## src/rtl/timer_six.sv

```systemverilog
// Modulo-(MAX+1) down-counting timer digit with sync clear, saturating load and enable; borrow on wrap.
// Latency: load/decrement take 1 cycle, tc/zero are combinational; no backpressure, so en is always accepted.
module timer_six #(
    parameter int unsigned MAX = 5,
    parameter int unsigned W   = 4
) (
    input  logic         clk,
    input  logic         clrn,
    input  logic [W-1:0] in,
    input  logic         loadn,
    input  logic         en,
    output logic [W-1:0] out,
    output logic         tc,
    output logic         zero
);

    localparam logic [W-1:0] MAX_V = W'(MAX);

    logic [W-1:0] count;

    always_ff @(posedge clk) begin
        if (!clrn) begin
            count <= '0;
        end else if (!loadn) begin
            // Out-of-range BCD loads clamp to the top of the digit range
            count <= (in > MAX_V) ? MAX_V : in;
        end else if (en) begin
            count <= (count == '0) ? MAX_V : count - W'(1);
        end
    end

    assign out  = count;
    assign zero = (count == '0);
    assign tc   = en & zero;

endmodule

```

## config.mk

```make
export PLATFORM = sky130hd
export DESIGN_NAME = timer_six
export DESIGN_NICKNAME = d
export VERILOG_FILES = /design/src/rtl/timer_six.sv
export SDC_FILE = /design/constraint.sdc
export NUM_CORES = 1
export LEC_CHECK = 0
export CAP_MARGIN = 30
export CELL_PAD_IN_SITES_DETAIL_PLACEMENT = 1
export CELL_PAD_IN_SITES_GLOBAL_PLACEMENT = 1
export CORE_AREA = 2 2 39 41
export CTS_CLUSTER_SIZE = 40
export DETAILED_ROUTE_END_ITERATION = 10
export DIE_AREA = 0 0 41 43
export PLACE_DENSITY_LB_ADDON = 0.25
export SYNTH_ARGS = -nofsm -noshare
export SYNTH_HDL_FRONTEND = slang
export SYNTH_SLANG_ARGS = --single-unit
```

## constraint.sdc

```tcl
create_clock -name clk -period 1.1 [get_ports clk]
set_clock_uncertainty 0.1 [all_clocks]
set_input_delay 0.22 -clock clk [delete_from_list [all_inputs] [get_ports clk]]
set_output_delay 0.22 -clock clk [all_outputs]
set_load 0.01 [all_outputs]
```

Word-level counts from Yosys, hierarchy flattened
Index checks and enable logic that the tools add are counted.
- flip-flop bits (word level): 4
- add/subtract/negate cells: 1
- mux-type cells: 4
- magnitude comparators: 1
- bitwise logic cells: 1
- eq/ne operators: 1
- reduce and logical (&&, ||, !) cells: 1
- operators with widths (kind ; number):
    two-way mux 4 bit ; 4
    greater-than comparator 4 x 3 -> 1 bit, second input constant ; 1
    zero test 4 bit ; 1
    subtractor 4 x 1 -> 4 bit, second input constant ; 1
    inequality test 2 x 1 -> 1 bit, second input constant ; 1
    AND 1 bit ; 1

Logic depth before layout (Yosys ltp)
Gate-level depths: netlist of the first run.
- depth in word-level cells: 4
- depth in mapped cells: 3
- mapped depth without buffers: 3

Worst setup path after synthesis of the first run
No wires, ideal clock.
- path kind: reg-to-output
- start: register count[0] (netlist: out[0])
- end: output tc
- required time: 0.780 ns
- setup slack: -0.263 ns
- cell stages (with the launch flop): 3
- arrival: 1.043 ns
- cell sequence: dfxtp_1 or3b_1 nor3_1
- longest elaborated chain between the ends: 2
- ends and longest elaborated chain (element ; line ; RTL):
    start, declared ; 19 ; logic [W-1:0] count;
    start signal, assigned ; 26 ; count <= (in > MAX_V) ? MAX_V : in;
    start signal, assigned ; 28 ; count <= (count == '0) ? MAX_V : count - W'(1);
    zero test 4 bit ; 33 ; assign zero = (count == '0);
    AND 1 bit ; 34 ; assign tc = en & zero;
    end, declared ; 13 ; output logic tc,
Every way passes these cells.

Final worst setup path of the first run
Same ends and word-level chain as after synthesis.

==> impl_metrics.yaml, run 1 <==
logic_synthesis:
  syn_nets: 30
  ys_seq_area_frac: 0.405
  ys_seq_elements: 4
  synthTopCellsByArea: "dfxtp_1, a311oi_1, nand2b_1, o2111a_1, a21oi_1"
  yosys_warnings: 0
  netlist_area_um2: 198
  synth_cell_type_count: 15
  syn_inst: 22
  yosysTopAreaCellShare: 0.405
  synth_top_area_cell: "dfxtp_1"
  synth.avg_cell_area_um2: 8.99
layout:
  n_antenna_cell: 0
  drive_gt1_frac: 0.667
  largest_reg_flops: 4
  nets: 63
  areaGrowthSynthToFinish_pct: 187
  final_cell_mix: "buf_6, buf_4, clkdlybuf4s50_1"
critical_path:
  arrival_ps: 1240
  r2r_cells: 5
  crit_path_start_kind: "flip-flop"
  crit_required_ps: 780
  critPathCaptureType: "output port"
  cp_max_fo: 2
  r2r_setup_slack_ps: -340
  worstSetupPathType: "flip-flop to output port"
clocking:
  cts.clk_slew.worst_paths_ps: 40
  cts-root-buf: "clkbuf_4"
  cts_buffers: 3
  clkSinkCount: 4
  insertion_delay_ps: 250
  clock_path_buffers: 2
  cts_tree: "built"
  h-tree-depth: 1
pwr:
  total_power_mw: 0.582
  vdd_drop_max_mv: 0.377
  p_per_area_nw_per_um2: 1020
  p_leak_nw: 0.244
drt:
  drc_errors: 0
  wire_per_inst_um: 11.9
  drt_wl_total_um: 832
  viasPerCell: 4.50
  dr.pass1.iters: 1
  ant_nets: 0
  vias: 315
  drtIter0Drc: 0
sta:
  period_minus_slack_ps: 1560
  period_share: 1.42
  timing.final.ws_setup_ps: -461
  rsz0062_at_grt: "yes"
  timing.hold.ws_ps: 407
  slew_headroom: 0.805
  fmax_mhz: 641
  tightest_slew_ps: 293
  drv_slew: 0
  setup_viol: 9
  hold_viol_final: 0
global_route:
  grt_start_max_net_pins: 7
  gr-total-overflow: 0
  grt_pass1_wl_mm: 1.34
  track_usage: 0.116
  grt_pass1_vias: 348
  antenna_found_initial: 0
place:
  post-place-ws_ps: -1100
  hpwl_um: 553
  gp_congestion: 0.682
  port_buffers: 13
run:
  drv_cap: 0
worst_hold_path:
  hp-class: "primary input to flip-flop"
  worstHoldPathCells: 3
die:
  die_x_um: 41
  die_h_um: 43
  rows: 14
  ioPinCount: 14
  design.die.area_um2: 1760
  start_util: 0.143
  core_area_um2: 1380
status:
  violations: "negative setup slack"
  outcome: "finished with violations"
-- final timing paths --
kind / startpoint / to
worst min register to register: out[3] / out[3]
worst min-delay path: loadn / out[2]
worst max register to register: out[0] / out[2]
worst max-delay path: out[0] / tc
-- layout make-up --
cell class / count / area (um2)
clock buffers: 4 / 26.3
fillers: 163 / 816
inverters: 1 / 3.75
multi-input cells: 17 / 178
flip-flops and latches: 4 / 90.1
well taps: 16 / 20.0
repair buffers: 28 / 250
-- per-stage QoR --
step                      setup TNS (ps)  instance area [um2]  utilization  instances
after CTS                          -1640                  509        0.368         68
after global placement             -4320                  452        0.326         61
after floorplan                     -408                  226            -         22
after global routing               -2510                  568        0.410         70
after detailed placement           -4470                  452        0.326         61
final                              -2200                  568        0.410         70
-- routing by layer --
metal  global-route usage  up-vias  share of wire
li1                     -      152              -
met1                0.110      143           0.33
met4               0.0800        0          0.036
met3               0.0314        3          0.072
met2                0.197       17           0.56
met5                    0        -              0
-- kinds of logic after synthesis --
kind of cell / Yosys count / synth area share
buffers and inverters: 1 / 0.0190
xor gates and xnor gates: 1 / 0.0443
and+or+nand+nor: 9 / 0.253
DFF: 4 / 0.405
AOI/OAI and AO/OA: 7 / 0.279
-- repair_timing --
item	4_1_cts	5_1_grt
resized for setup	38	9
buffers inserted	3	4
endpoints found under the setup margin	10	9
pin swaps	6	3
hold buffers	0	0
-- cell usage after synthesis, drive strengths merged --
| library cell | n |
|---|---|
| nand2 | 1 |
| a311oi | 2 |
| dfxtp | 4 |
| a21oi | 2 |
| or3 | 1 |
| a2111oi | 1 |
| inv | 1 |
| o2111a | 1 |
| nand2b | 2 |
| nor2 | 2 |
| or3b | 1 |
| nor3 | 1 |
| nor4 | 1 |
| xor2 | 1 |
| o31ai | 1 |
-- power by group --
part,internal [mW],switching [mW],total (mW)
registers,0.154,0.00949,0.164
logic,0.128,0.0773,0.205
clock network,0.137,0.0762,0.213
total,0.419,0.163,0.582
-- worst max-delay path, cell delays in order, from the launching register on --
cell and delay [ps]:
dfxtp_2 310, or3b_4 420, nor3_4 110, buf_2 150
No activity file was read; power rests on OpenSTA's default activity.
==> run 2: changes to the inputs <==
--- a/config.mk
+++ b/config.mk
@@ -13,6 +13,7 @@
 export DETAILED_ROUTE_END_ITERATION = 10
 export DIE_AREA = 0 0 41 43
 export PLACE_DENSITY_LB_ADDON = 0.25
+export SETUP_SLACK_MARGIN = 0.15
 export SYNTH_ARGS = -nofsm -noshare
 export SYNTH_HDL_FRONTEND = slang
 export SYNTH_SLANG_ARGS = --single-unit
==> constraint.sdc (replaced) <==
create_clock -name clk -period 1.1 [get_ports clk]
set_clock_uncertainty 0.1 [all_clocks]
set_input_delay 0.22 -clock clk [delete_from_list [all_inputs] [get_ports clk]]
set_output_delay 0.22 -clock clk [all_outputs]
set_load 0.05 [all_outputs]
==> run 2 against run 1 <==
The run still ends with negative setup slack left. Fmax fell by 5.2%. Cell count rose by 4.3%. Die area stayed put. Register-to-register slack worse by 160 ps. Wire length rose by 29%. Design area rose by 22%. Setup slack got worse by 86 ps. Combinational power grew 63%.
==> impl_metrics.yaml, run 2 (synthesis gave the netlist of run 1 again) <==
sta:
  period_share: 1.50
  hold_viol_final: 0
  fmax_mhz: 607
  slew_headroom: 0.818
  timing.final.ws_setup_ps: -547
  timing.hold.ws_ps: 405
  tightest_slew_ps: 270
  drv_slew: 0
  setup_viol: 10
  rsz0062_at_grt: "yes"
  period_minus_slack_ps: 1650
clocking:
  cts.clk_slew.worst_paths_ps: 40
  clkSinkCount: 4
  clock_path_buffers: 2
  h-tree-depth: 1
  cts_tree: "built"
  cts-root-buf: "clkbuf_4"
  cts_buffers: 3
  insertion_delay_ps: 250
  hold_buffers: 0
place:
  dp.cells: 63
  gp_congestion: 0.765
  port_buffers: 13
  post-place-ws_ps: -695
  hpwl_um: 687
layout:
  areaGrowthSynthToFinish_pct: 251
  layout_commonest_cell: "buf_6"
  largest_reg_flops: 4
  final_cell_mix: "buf_6, buf_4, buf_12"
  drive_gt1_frac: 0.702
  layout.cells.non_filler: 73
  nets: 67
  n_antenna_cell: 0
critical_path:
  max_stage_delay_ps: 410
  crit_path_start_kind: "flip-flop"
  cp_cell_sequence: "or3b_4 -> nor3_4 -> buf_12"
  critPathBufInv: 1
  crit_slowest_cell: "or3b_4"
  critPathCaptureType: "output port"
  crit_required_ps: 780
  cp_max_fo: 2
  crit_family: "simple AND/OR/NAND/NOR gates"
  arrival_ps: 1330
  worstSetupPathType: "flip-flop to output port"
  r2r_cells: 6
  path_depth: 3
  r2r_setup_slack_ps: -500
drt:
  viasPerCell: 4.60
  dr.pass1.iters: 3
  drtIter0Drc: 6
  wire_per_inst_um: 14.7
  vias: 336
  drc_errors: 0
  drt_wl_total_mm: 1.07
  ant_nets: 0
die:
  rows: 14
  die_x_um: 41
  die_h_um: 43
  start_util: 0.143
  ioPinCount: 14
  core_area_um2: 1380
  design.die.area_um2: 1760
global_route:
  track_usage: 0.136
  grt_pass1_wl_mm: 1.52
  grt_pass1_vias: 393
  grt_start_max_net_pins: 7
  gr-total-overflow: 0
  antenna_found_initial: 0
status:
  violations: "negative setup slack"
  outcome: "finished with violations"
pwr:
  p_per_area_nw_per_um2: 998
  p_leak_nw: 0.289
  vdd_drop_max_mv: 0.471
worst_hold_path:
  worstHoldPathCells: 1
  hp-class: "flip-flop to flip-flop"
run:
  drv_cap: 0
## run 2: cell types whose count changed in the layout (fill, tap and decap cells not counted), sizes merged
cell,previous run,this run
buf,21,25
clkbuf,4,3
## run 2: final timing paths
kind | from | end
worst max-delay path | out[1] | tc
worst min-delay path | out[3] | out[3]
worst max register to register | out[1] | out[2]
worst min register to register | out[3] | out[3]
## run 2: what timing repair did
| item | in CTS | in global routing |
|---|---|---|
| setup endpoints to repair | 10 | 10 |
| endpoints found under the hold margin | 0 | 0 |
| resized for setup | 14 | 5 |
| pin swaps | 5 | 5 |
| buffers inserted | 4 | 3 |
## run 2: area by class of cell
type | instances | area (um2)
Sequential cell | 4 | 95.1
Fill cell | 160 | 689
Tap cell | 16 | 20.0
Multi-Input combinational cell | 17 | 186
Clock buffer | 3 | 22.5
Inverter | 1 | 3.75
Timing Repair Buffer | 32 | 367
## run 2: per-stage QoR
step | instance area (um2) | power (mW) | TNS, ps | utilization
detailed placement | 549 | 0.442 | -2910 | 0.397
global placement | 549 | 0.435 | -2790 | 0.397
global route | 694 | 0.718 | -3490 | 0.502
floorplan | 249 | 0.280 | -1290 | -
finish | 694 | 0.693 | -3220 | 0.502
CTS | 649 | 0.663 | -2590 | 0.469
## run 2: routing by layer
layer	up-vias	global-route usage	share of wire
li1	158	-	-
met4	0	0.100	0.021
met3	3	0.0314	0.051
met1	161	0.107	0.34
met5	-	0	0
met2	14	0.253	0.59
## run 2: power breakdown
part	internal (mW)	total, mW	switching (mW)
sequential	0.152	0.167	0.0148
combinational	0.188	0.334	0.147
clock	0.123	0.191	0.0689
total	0.463	0.693	0.230
==> run 3: changes to the inputs <==
--- a/config.mk
+++ b/config.mk
@@ -9,7 +9,6 @@
 export CELL_PAD_IN_SITES_DETAIL_PLACEMENT = 1
 export CELL_PAD_IN_SITES_GLOBAL_PLACEMENT = 1
 export CORE_AREA = 2 2 39 41
-export CTS_CLUSTER_SIZE = 40
 export DETAILED_ROUTE_END_ITERATION = 10
 export DIE_AREA = 0 0 41 43
 export PLACE_DENSITY_LB_ADDON = 0.25
==> constraint.sdc (replaced) <==
create_clock -name clk -period 1.1 [get_ports clk]
set_clock_uncertainty 0.1 [all_clocks]
set_input_delay 0.22 -clock clk [delete_from_list [all_inputs] [get_ports clk]]
set_output_delay 0.22 -clock clk [all_outputs]
set_load 0.02 [all_outputs]
==> run 3 against run 2 <==
The flow still finishes with violations (negative setup slack). Flip-flop and latch count unchanged. Combinational power decreased by 37%. Non-clock buffer count decreased by 6. Power decreased by 21%. Wire length decreased by 29%. Hold slack improved by 34 ps. Die area unchanged.
==> impl_metrics.yaml, run 3 (synthesis gave the netlist of run 1 again) <==
sta:
  hold_viol_final: 0
  fmax_mhz: 645
  rsz0062_at_grt: "yes"
  tns_ps: -2230
  tightest_slew_ps: 324
  period_minus_slack_ps: 1550
  setup_viol: 9
  slew_headroom: 0.784
  timing.final.ws_setup_ps: -450
  drv_slew: 0
  period_share: 1.41
critical_path:
  crit_start: "out[0]"
  timing.rr.start: "out[0]"
  arrival_ps: 1230
  critPathCaptureType: "output port"
  cp_max_fo: 2
  worstSetupPathType: "flip-flop to output port"
  crit_path_start_kind: "flip-flop"
  crit_required_ps: 780
global_route:
  grt_pass1_vias: 340
  grt_start_max_net_pins: 7
  track_usage: 0.116
  antenna_found_initial: 0
  grt_pass1_wl_mm: 1.30
  gr-total-overflow: 0
drt:
  ant_nets: 0
  drt_wl_total_um: 761
  dr.pass1.iters: 4
  wire_per_inst_um: 11.4
  viasPerCell: 4.46
  drtIter0Drc: 1
  vias: 299
  drc_errors: 0
clocking:
  cts-root-buf: "clkbuf_4"
  clock_path_buffers: 2
  cts.clk_slew.worst_paths_ps: 40
  h-tree-depth: 1
  hold_buffers: 0
  clkSinkCount: 4
  cts_tree: "built"
  insertion_delay_ps: 230
  cts_buffers: 3
die:
  ioPinCount: 14
  design.die.area_um2: 1760
  rows: 14
  die_h_um: 43
  die_x_um: 41
  core_area_um2: 1380
  start_util: 0.143
run:
  drv_cap: 0
status:
  violations: "negative setup slack"
  outcome: "finished with violations"
pwr:
  p_clk_frac: 0.326
  p_leak_nw: 0.231
  intPower_mw: 0.399
  p_sw_mw: 0.150
  p_per_area_nw_per_um2: 995
  seqPwrFrac: 0.293
  vdd_drop_max_mv: 0.473
  power_frac_comb: 0.382
  swShare: 0.274
layout:
  drive_gt1_frac: 0.667
  final_cell_mix: "buf_4, buf_6, clkdlybuf4s50_1"
  n_antenna_cell: 0
  layout_commonest_cell: "buf_4"
  areaGrowthSynthToFinish_pct: 179
  utilization: 0.399
  fillers: 170
  largest_reg_flops: 4
  nets: 61
place:
  hpwl_um: 598
  gp_congestion: 0.744
  port_buffers: 13
worst_hold_path:
  hp-class: "primary input to flip-flop"
  hold_start: "en"
==> run 3: cell count changes in the layout (fill, tap and decap cells not counted) <==
cell	delta
a2111oi_2	+1
a2111oi_4	-1
buf_12	-6
buf_4	+1
buf_6	-1
clkdlybuf4s50_1	+2
dlygate4sd2_1	-2
nor4_2	+1
nor4_4	-1
==> run 3: power by group through the flow <==
stage / clock [mW] / sequential (mW) / combinational [mW]
5_1_grt: 0.195 / 0.162 / 0.225
3_5_place_dp: 0 / 0.163 / 0.177
4_1_cts: 0.185 / 0.161 / 0.192
3_3_place_gp: 0 / 0.162 / 0.174
2_1_floorplan: 0 / 0.180 / 0.0532
6_report: 0.179 / 0.161 / 0.210
==> run 3: critical path, cell delays in order (launching register included) <==
cell,delay [ps]
dfxtp_4,330
or3b_4,410
nor3_4,120
buf_6,140
==> run 3: routing by layer <==
layer,global-route usage,up-vias,wire (um)
li1,-,147,-
met1,0.110,132,235
met2,0.178,16,427
met3,0.0157,4,61
met4,0.140,0,37
met5,0,-,0
==> run 3: per-stage QoR <==
stage / power (mW) / instances / hold WS (ps) / instance area (um2) / setup slack (ps)
floorplan: 0.233 / 22 / 198 / 240 / -270
global placement: 0.336 / 61 / 518 / 465 / -1160
detailed placement: 0.339 / 61 / 526 / 465 / -1170
CTS: 0.538 / 65 / 410 / 520 / -460
global route: 0.582 / 67 / 459 / 552 / -491
finish: 0.549 / 67 / 439 / 552 / -450
==> run 3: cell type report <==
class                   count  area (um2)  share of cell area
repair buffers             26         245               0.444
multi-input cells          17         165               0.299
flip-flops and latches      4        95.1               0.172
clock buffers               3        22.5              0.0408
well taps                  16        20.0              0.0363
inverters                   1        3.75             0.00680
==> run 3: what timing repair did <==
action	CTS	global route
resized for setup	42	4
buffers inserted	1	2
endpoints found under the setup margin	10	10
pin swaps	5	1
==> run 3: path summary, 6_finish.rpt <==
path,slack [ps],to,cells past startpoint
worst max-delay path,-450,tc,3
worst max register to register,-380,out[1],5
worst min register to register,530,out[3],2
worst min-delay path,440,out[0],4
